**src/rtl/gba_mem_pkg.sv**
```systemverilog
// Shared types and constants for the GBA memory bus controller.
// Region numbers follow the address select nibble of the CPU bus.
package gba_mem_pkg;

    typedef enum logic [1:0] {
        W_BYTE = 2'd0,
        W_HALF = 2'd1,
        W_WORD = 2'd2
    } width_t;

    typedef enum logic [1:0] {
        S_IDLE   = 2'd0,
        S_WAIT   = 2'd1,
        S_ACCESS = 2'd2,
        S_RESP   = 2'd3
    } state_t;

    localparam logic [3:0] REG_BIOS   = 4'd0;
    localparam logic [3:0] REG_IWRAM  = 4'd3;
    localparam logic [3:0] REG_VRAM   = 4'd6;
    localparam logic [3:0] REG_PAK_LO = 4'd8;
    localparam logic [3:0] REG_PAK_HI = 4'd13;

    // BIOS, IWRAM, VRAM plus the contiguous pak window.
    localparam logic [15:0] DEF_REGION_MAP =
        (16'd1 << REG_BIOS) | (16'd1 << REG_IWRAM) | (16'd1 << REG_VRAM) |
        ((16'd1 << (REG_PAK_HI + 4'd1)) - (16'd1 << REG_PAK_LO));

endpackage

```
**src/rtl/mem_lane_align.sv**
```systemverilog
// Combinational byte-lane logic: strobes and write replication from width/addr[1:0],
// plus read alignment (word rotate, half/byte zero-extended lane extract).
module mem_lane_align
    import gba_mem_pkg::*;
(
    input  logic [1:0]  i_width,
    input  logic [1:0]  i_addr_lo,
    input  logic [31:0] i_wdata,
    input  logic [31:0] i_rdata,
    output logic [3:0]  o_be,
    output logic [31:0] o_wdata,
    output logic [31:0] o_rdata
);

    logic [63:0] w_dbl;
    logic [31:0] w_rot;

    assign w_dbl = {i_rdata, i_rdata};
    assign w_rot = w_dbl[{1'b0, i_addr_lo, 3'b000} +: 32];

    always_comb begin
        o_be    = 4'hF;
        o_wdata = i_wdata;
        o_rdata = w_rot;
        case (i_width)
            W_BYTE: begin
                o_be    = 4'b0001 << i_addr_lo;
                o_wdata = {4{i_wdata[7:0]}};
                o_rdata = {24'd0, i_rdata[{i_addr_lo, 3'b000} +: 8]};
            end
            W_HALF: begin
                o_be    = 4'b0011 << {i_addr_lo[1], 1'b0};
                o_wdata = {2{i_wdata[15:0]}};
                o_rdata = {16'd0, i_rdata[{i_addr_lo[1], 4'b0000} +: 16]};
            end
            default: begin
                o_be    = 4'hF;
                o_wdata = i_wdata;
                o_rdata = w_rot;
            end
        endcase
    end

endmodule

```
**src/rtl/gba_mem_ctrl.sv**
```systemverilog
// Wait-state-aware region controller between the CPU bus and on-chip memories.
// Latency 2+N cycles from accept (N = region wait states); one request in flight, req_ready only in IDLE.
module gba_mem_ctrl
    import gba_mem_pkg::*;
#(
    parameter int          DATA_W     = 32,
    parameter int          ADDR_W     = 32,
    parameter int          SEL_LSB    = 24,
    parameter logic [15:0] REGION_MAP = DEF_REGION_MAP,
    parameter int          WS_W       = 4
) (
    input  logic                clk,
    input  logic                rst_n,
    input  logic [ADDR_W-1:0]   req_addr,
    input  logic [DATA_W-1:0]   req_wdata,
    input  logic [1:0]          req_width,
    input  logic                req_read,
    input  logic                req_write,
    output logic                req_ready,
    output logic                rsp_valid,
    output logic [DATA_W-1:0]   rsp_rdata,
    output logic                rsp_err,
    input  logic [16*WS_W-1:0]  ws_cfg,
    output logic [3:0]          mem_region,
    output logic [ADDR_W-1:0]   mem_addr,
    output logic [DATA_W-1:0]   mem_wdata,
    output logic [3:0]          mem_be,
    output logic                mem_re,
    output logic                mem_we,
    input  logic [16*32-1:0]    mem_rdata
);

    state_t              r_state, w_next;
    logic [ADDR_W-1:0]   r_addr;
    logic [DATA_W-1:0]   r_wdata;
    logic [1:0]          r_width;
    logic [3:0]          r_region;
    logic [WS_W-1:0]     r_count;
    logic                r_read, r_write, r_err;

    logic                w_accept;
    logic [3:0]          w_sel;
    logic [WS_W-1:0]     w_ws;
    logic [3:0]          w_be;
    logic [31:0]         w_rdata_al;

    assign w_accept = (r_state == S_IDLE) && (req_read || req_write);
    assign w_sel    = req_addr[SEL_LSB +: 4];
    assign w_ws     = ws_cfg[w_sel*WS_W +: WS_W];

    mem_lane_align u_align (
        .i_width   (r_width),
        .i_addr_lo (r_addr[1:0]),
        .i_wdata   (r_wdata),
        .i_rdata   (mem_rdata[{r_region, 5'b00000} +: 32]),
        .o_be      (w_be),
        .o_wdata   (mem_wdata),
        .o_rdata   (w_rdata_al)
    );

    assign mem_region = r_region;
    assign mem_addr   = r_addr;

    always_ff @(posedge clk or negedge rst_n) begin
        if (!rst_n) begin
            r_state <= S_IDLE;
        end else begin
            r_state <= w_next;
        end
    end

    // Wait count is captured with the request so later ws_cfg writes cannot stretch it.
    always_ff @(posedge clk or negedge rst_n) begin
        if (!rst_n) begin
            r_addr   <= '0;
            r_wdata  <= '0;
            r_width  <= '0;
            r_region <= '0;
            r_count  <= '0;
            r_read   <= 1'b0;
            r_write  <= 1'b0;
            r_err    <= 1'b0;
        end else if (w_accept) begin
            r_addr   <= req_addr;
            r_wdata  <= req_wdata;
            r_width  <= req_width;
            r_region <= w_sel;
            r_count  <= w_ws;
            r_read   <= req_read;
            r_write  <= req_write;
            r_err    <= (req_read && req_write) || !REGION_MAP[w_sel];
        end else if (r_state == S_WAIT) begin
            r_count  <= r_count - 1'b1;
        end
    end

    always_comb begin
        w_next    = r_state;
        req_ready = 1'b0;
        rsp_valid = 1'b0;
        rsp_err   = 1'b0;
        rsp_rdata = '0;
        mem_re    = 1'b0;
        mem_we    = 1'b0;
        mem_be    = 4'd0;
        case (r_state)
            S_IDLE: begin
                req_ready = 1'b1;
                if (w_accept) begin
                    w_next = (w_ws != '0) ? S_WAIT : S_ACCESS;
                end
            end
            S_WAIT: begin
                if (r_count == WS_W'(1)) begin
                    w_next = S_ACCESS;
                end
            end
            S_ACCESS: begin
                mem_re = r_read && !r_err;
                mem_we = r_write && !r_err;
                mem_be = r_err ? 4'd0 : w_be;
                w_next = S_RESP;
            end
            S_RESP: begin
                rsp_valid = 1'b1;
                rsp_err   = r_err;
                rsp_rdata = (r_read && !r_err) ? w_rdata_al : '0;
                w_next    = S_IDLE;
            end
            default: w_next = S_IDLE;
        endcase
    end

endmodule

```
**config.mk**
```make
export PLATFORM = sky130hd
export DESIGN_NAME = gba_mem_ctrl
export DESIGN_NICKNAME = d
export VERILOG_FILES = /design/src/rtl/gba_mem_pkg.sv /design/src/rtl/mem_lane_align.sv /design/src/rtl/gba_mem_ctrl.sv
export SDC_FILE = /design/constraint.sdc
export NUM_CORES = 1
export LEC_CHECK = 0
export BUFFER_PORTS_ARGS = -buffer_cell sky130_fd_sc_hd__buf_2
export CAP_MARGIN = 10
export CORE_AREA = 2 2 290 292
export DETAILED_ROUTE_END_ITERATION = 12
export DIE_AREA = 0 0 292 294
export GPL_TIMING_DRIVEN = 0
export MAX_ROUTING_LAYER = met4
export PLACE_DENSITY = 0.43
export SYNTH_ARGS = -nofsm -noshare
export SYNTH_HDL_FRONTEND = slang
export SYNTH_SLANG_ARGS = --single-unit
export TNS_END_PERCENT = 20
```
**constraint.sdc**
```tcl
create_clock -name clk -period 3 [get_ports clk]
set_input_delay 0.3 -clock clk [delete_from_list [all_inputs] [get_ports clk]]
set_output_delay 0.3 -clock clk [all_outputs]
set_load 0.02 [all_outputs]
```
* Word-level counts from Yosys, hierarchy flattened
Memories as Yosys holds them, arrays and structs flattened.
Cells that the tools add are included.
** Word-level totals
- Flip-flop bits (word level) :: 79
- Bits in latches :: 0
- Memory bits (writable) :: 0
- ROM bits :: 16
- Bits of input ports :: 646
- Output and inout bits :: 109
- Logic and storage cells :: 58
- Memories :: 1
** Memories
- (no name shown) :: depth 16, bits a word 1, read ports 1, clocked after Yosys merged registers in 0, write ports 0, line gba_mem_ctrl.sv:91 : r_err <= (req_read && req_write) || !REGION_MAP[w_sel];
** Operators by class
- $add $sub $neg :: 1
- $mul :: 0
- Div/mod/pow operators :: 0
- Order comparisons :: 1
- Eq/ne operators :: 7
- Shift-type cells :: 7
- Muxes and demuxes :: 19
- Bitwise operators :: 0
- Reductions and logical operators :: 13
** Operators with widths (number)
- 512-bit by 10-bit indexed part select with 32-bit output :: 1
- 32-bit one-hot mux with 2 select lines :: 2
- 32-bit 2-to-1 mux :: 2
- 64-bit by 6-bit indexed part select with 32-bit output :: 1
- 64-bit by 7-bit indexed part select with 4-bit output :: 1
- 32-bit by 6-bit indexed part select with 16-bit output :: 1
- 32-bit by 6-bit indexed part select with 8-bit output :: 1
- 4-bit 2-to-1 mux :: 4
- 2-bit one-hot mux with 4 select lines :: 1
- 4-bit one-hot mux with 2 select lines :: 1
- 1-bit 2-to-1 mux :: 6
- 2-bit 2-to-1 mux :: 3
- 4-bit by 5-bit less-than comparator with 1-bit output (second input constant) :: 1
- 2-bit by 1-bit equality test with 1-bit output (second input constant) :: 2
- 2-bit equality test (second input constant) :: 2
- 4-bit by 1-bit equality test with 1-bit output (second input constant) :: 1
- 1-bit logical AND :: 4
- 2-bit logical NOT :: 2
- 4-bit nonzero test :: 1
- 1-bit by 2-bit << shifter with 4-bit output (first input constant) :: 1
- 2-bit by 2-bit << shifter with 4-bit output (first input constant) :: 1
- 4-bit by 1-bit subtractor with 4-bit output (second input constant) :: 1
- 1-bit logical NOT :: 2
- 1-bit logical OR :: 2
- other kinds (4) :: 4

* Logic depth before layout (Yosys ltp)
- Depth after elaboration :: 5
- Gate-level depth with buffers :: 11
- Mapped depth without buffers :: 7

* Modules after synthesis
From an unflattened synthesis, not the netlist that was laid out.
** Second synthesis, totals
- Cell total of the unflattened synthesis :: 641
- Area, all modules :: 9157.5 sq um
** Modules (own cells, without submodules)
- gba_mem_ctrl :: instances 1, cells each 497, area an instance 7592.3 sq um
- mem_lane_align :: instances 1, cells each 144, area an instance 1565.3 sq um

* Least setup slack after synthesis
OpenSTA, ideal clock, no wires.
- Kind :: reg-to-output
- Start point :: register, netlist name mem_addr[26]
- End point :: output rsp_rdata[10]
- Data arrival time :: 2526 ps
- Setup slack :: 174 ps
- Stages on the path, launching flop included :: 12
- Buffers on the path :: 5
- Path through :: dfrtp_1 > buf_6 > buf_8 > buf_6 > buf_6 > buf_4 > mux2i_1 > a22oi_1 > nand2_1 > a21oi_1 > o21ai_0 > a311oi_1
** RTL lines
- to (decl) :: line gba_mem_ctrl.sv:21 : output logic [DATA_W-1:0] rsp_rdata,

==> metrics.yaml <==
final_layout:
  post_route_standard_cell_area_excluding_fillers_mm2: 0.0175
  layout_cell_share_with_drive_strength_beyond_1: 0.689
  final_cell_count_no_fill: 2864
  area_growth_pct: 75.2
  finalNetCount: 2409
  final_cell_mix: "buf_2, mux4_2, mux2_2"
  layout.filler_cells: 9271
  layout.cells.most_common: "buf_2"
run:
  drv.max_cap_violation_count: 0
logic_synthesis:
  yosysWarningCount: 0
  synthFlopType: "dfrtp_1"
  syn_nets: 1608
  netlist_top_cells_area: "mux4_2, dfrtp_1, mux2i_1, mux2_2, mux4_1"
  syn-mean-instance-area_um2: 10.4
  sequential_cell_area_fraction_in_the_yosys_report: 0.188
  post_synth_num_cell_types: 55
  synth.top_cell.area_share: 0.208
  ys_seq_elements: 75
  synth_async_sr_flop_share: 1.00
  synth.cell_area_mm2: 0.00996
  synth-edff-count: 0
  syn_inst: 955
  cell_type_contributing_the_most_total_cell_area_after_synthesis: "mux4_2"
timing:
  tightestPinTransition_ns: 1.10
  slew_headroom: 0.264
  setup-violations-final: 32
  final-max-slew-violation-count: 0
  achievable-frequency_mhz: 307
  layout_min_cycle_time_ns: 3.26
  grt_setup_unrepaired: "yes"
  timing.clock.skew_ns: 0.00796
  postLayoutSetupSlackWorst_ns: -0.256
  finalHoldViolations: 0
  post-route-period-util: 1.09
drt:
  drt_first_iter_violations: 629
  routed_wl_mm: 84.5
  routed_wire_length_per_instance_um: 29.5
  via_per_inst: 4.35
  drt_drc_violations_left: 0
  dr_total_vias: 12458
  remaining_antenna_violation_count: 0
  firstDrtPassIters: 5
placement:
  gp_routability_congestion: 0.931
  placed_cells_incl_taps: 2789
  dpl-instance-area_mm2: 0.0151
  pre_cts_ws_ns: -1.41
  buffer_ports.inserted: 753
  hpwl_mm: 73.8
floorplan:
  floorplan.initialDensity: 0.120
  placement_rows: 106
  io_pins: 755
  core_box_area_mm2: 0.0829
  dieHeight_um: 294
  floorplan.die_area_mm2: 0.0858
  die_w_um: 292
critical_path:
  crit_path_cell_trace: "buf_12, buf_12, mux4_2, a22o_4, a221o_2, a22oi_2, a31oi_1, buf_4"
  cp_top_family: "compound AO/OA/AOI/OAI gates"
  timing.rr.end: "r_wdata[1]$_DFFE_PN0P_"
  worst-r2r-setup-slack_ns: 0.29
  critical_path.slowest_cell: "mux4_2"
  cp_most_frequent_cell: "buf_12"
  cp_num_buf_inv: 3
  critical_path.startpoint_type: "flip-flop"
  critPathRequiredTime_ns: 2.70
  worst-endpoint-arrival_ns: 2.96
  crit_path_end_kind: "output pin"
  path_max_fanout: 6
  crit-reg2reg-launch: "r_state[0]$_DFFE_PN0P_"
  cp_slowest_stage_delay_ns: 0.59
  criticalPathCategory: "reg2out"
  cell_depth_of_the_worst_flop_to_flop_path: 7
clock_tree:
  tritoncts: "yes"
  cts-root-buf: "clkbuf_16"
  cts.sink_count: 75
  clock_pin_transition_on_the_worst_setup_and_hold_timing_paths_ns: 0.07
  ctsLongestPathBuffers: 2
  htreeDepth: 3
  clock_insertion_delay_at_the_later_pin_of_the_skew_report_ns: 0.37
  cts-buffers-inserted: 9
pwr:
  ir_drop_uv: 531
  leakage_component_of_the_power_uw: 0.00772
  post-layout-total-power_uw: 19800
  power-per-cell-area_mw_per_mm2: 1130
run_status:
  violations: "setup timing"
  result_of_the_run: "complete, but fails checks"
grt:
  grt_first_pass_wirelength_mm: 111
  first_global_vias: 13110
  number_of_antenna_violations_at_the_first_check_in_global_routing: 50
  grt_remaining_overflow: 0
  grt_max_degree: 46
  grt_use_total: 0.195
min_path:
  worstHoldPathCells: 2
  hold_end: "mem_addr[17]$_DFFE_PN0P_"
  min-delay-path-class: "in2reg"
  worst_hold_startpoint: "req_addr[17]"
==> flip-flops by register name, indices dropped and copies added (netlist names) <==
| name | flops |
|---|---|
| r_count | 4 |
| r_wdata | 32 |
| r_width | 2 |
| mem_addr | 32 |
| r_write | 1 |
| r_state | 2 |
| r_err | 1 |
| r_read | 1 |
==> area by class of cell <==
cell class                 count  area, um2  area share
antenna                       23       57.6     0.00330
clock buffer                  11        243      0.0139
sequential                    75       1880       0.108
multi-input combinational    763       8390       0.481
inverter                      11       41.3     0.00237
tap                         1080       1350      0.0774
timing repair buffer         799       4420       0.253
clock inverter                 5       85.1     0.00488
buffer                        97        988      0.0566
==> worst max-delay path by stage <==
stage | start | endpoint | slack, ns | cells after the start
finish | mem_addr[24]$_DFFE_PN0P_ | rsp_rdata[0] | -0.26 | 8
global route | mem_addr[26]$_DFFE_PN0P_ | rsp_rdata[13] | -0.36 | 9
CTS | mem_addr[24]$_DFFE_PN0P_ | rsp_rdata[0] | -0.30 | 8
detailed placement | mem_addr[27]$_DFFE_PN0P_ | rsp_rdata[2] | -1.41 | 10
global placement | mem_addr[27]$_DFFE_PN0P_ | rsp_rdata[2] | -1.42 | 10
floorplan | mem_addr[26]$_DFFE_PN0P_ | rsp_rdata[10] | 0.17 | 11
==> kinds of logic (layout without fill, tap and decap cells) <==
logic type | count (synthesis) | in the layout | synth area share
XOR/XNOR | 4 | 4 | 0.00352
multiplexers | 333 | 333 | 0.493
flip-flops | 75 | 75 | 0.188
buffers and inverters | 117 | 923 | 0.0644
AND/OR/NAND/NOR | 201 | 201 | 0.0918
adder cells (fa/ha/maj) | 7 | 7 | 0.00879
AO/OA/AOI/OAI | 218 | 218 | 0.150
other | 0 | 23 | 0
==> per-layer routing <==
layer  GRT usage  vias up  share of wire
li1            -     5470              -
met1       0.232     6208           0.41
met2       0.339      682           0.50
met3      0.0418       98          0.071
met4      0.0397        0          0.018
met5           -        -              0
==> Yosys cell counts, types with 3 or more instances <==
cell type / instances
o22ai_1: 13
nor2b_1: 12
nand2b_1: 5
and3_1: 4
mux4_2: 92
a221o_1: 3
a221oi_1: 13
mux2i_1: 132
nand4_1: 8
buf_6: 8
ha_1: 7
mux4_1: 19
a22o_1: 6
a22oi_1: 66
nor3_1: 9
nor2_1: 38
nand2_1: 86
a211oi_1: 4
o211ai_1: 6
a31oi_1: 8
a21oi_1: 39
and2_1: 8
inv_1: 11
buf_2: 24
buf_4: 24
buf_1: 10
mux2_2: 90
a311oi_1: 4
o21ai_0: 33
nand3_1: 24
a32oi_1: 10
dfrtp_1: 75
clkbuf_1: 38
==> repair_timing <==
action / CTS / global route
setup endpoints to repair: 42 / 34
gates cloned: 4 / 0
hold buffers: 1 / 0
buffers inserted: 32 / 8
pin swaps: 34 / 31
resized for setup: 318 / 61
hold endpoints to repair: 30 / 0
==> report_power, final <==
| part | internal, uW | switching, uW |
|---|---|---|
| registers | 1550 | 427 |
| logic | 7230 | 9350 |
| clock network | 756 | 491 |
| total | 9540 | 10300 |
==> worst reg2reg max path: cells and delay by family (launching register included) <==
family,cells,cell delay (ns)
buffers and inverters,4,1.27
muxes,1,0.41
DFF,1,0.37
AOI/OAI and AO/OA,1,0.31
adders and majority gates,1,0.23
==> stage by stage <==
| step | util | setup TNS (ns) | hold slack (ns) |
|---|---|---|---|
| after floorplan | - | 0 | 0.00441 |
| after global placement | 0.182 | -37.60 | 0.464 |
| after detailed placement | 0.182 | -37.14 | 0.306 |
| after CTS | 0.206 | -7.55 | 0.133 |
| after global routing | 0.210 | -9.41 | 0.151 |
| final | 0.211 | -5.62 | 0.158 |
Note: power is estimated with default switching activity, not from simulation.
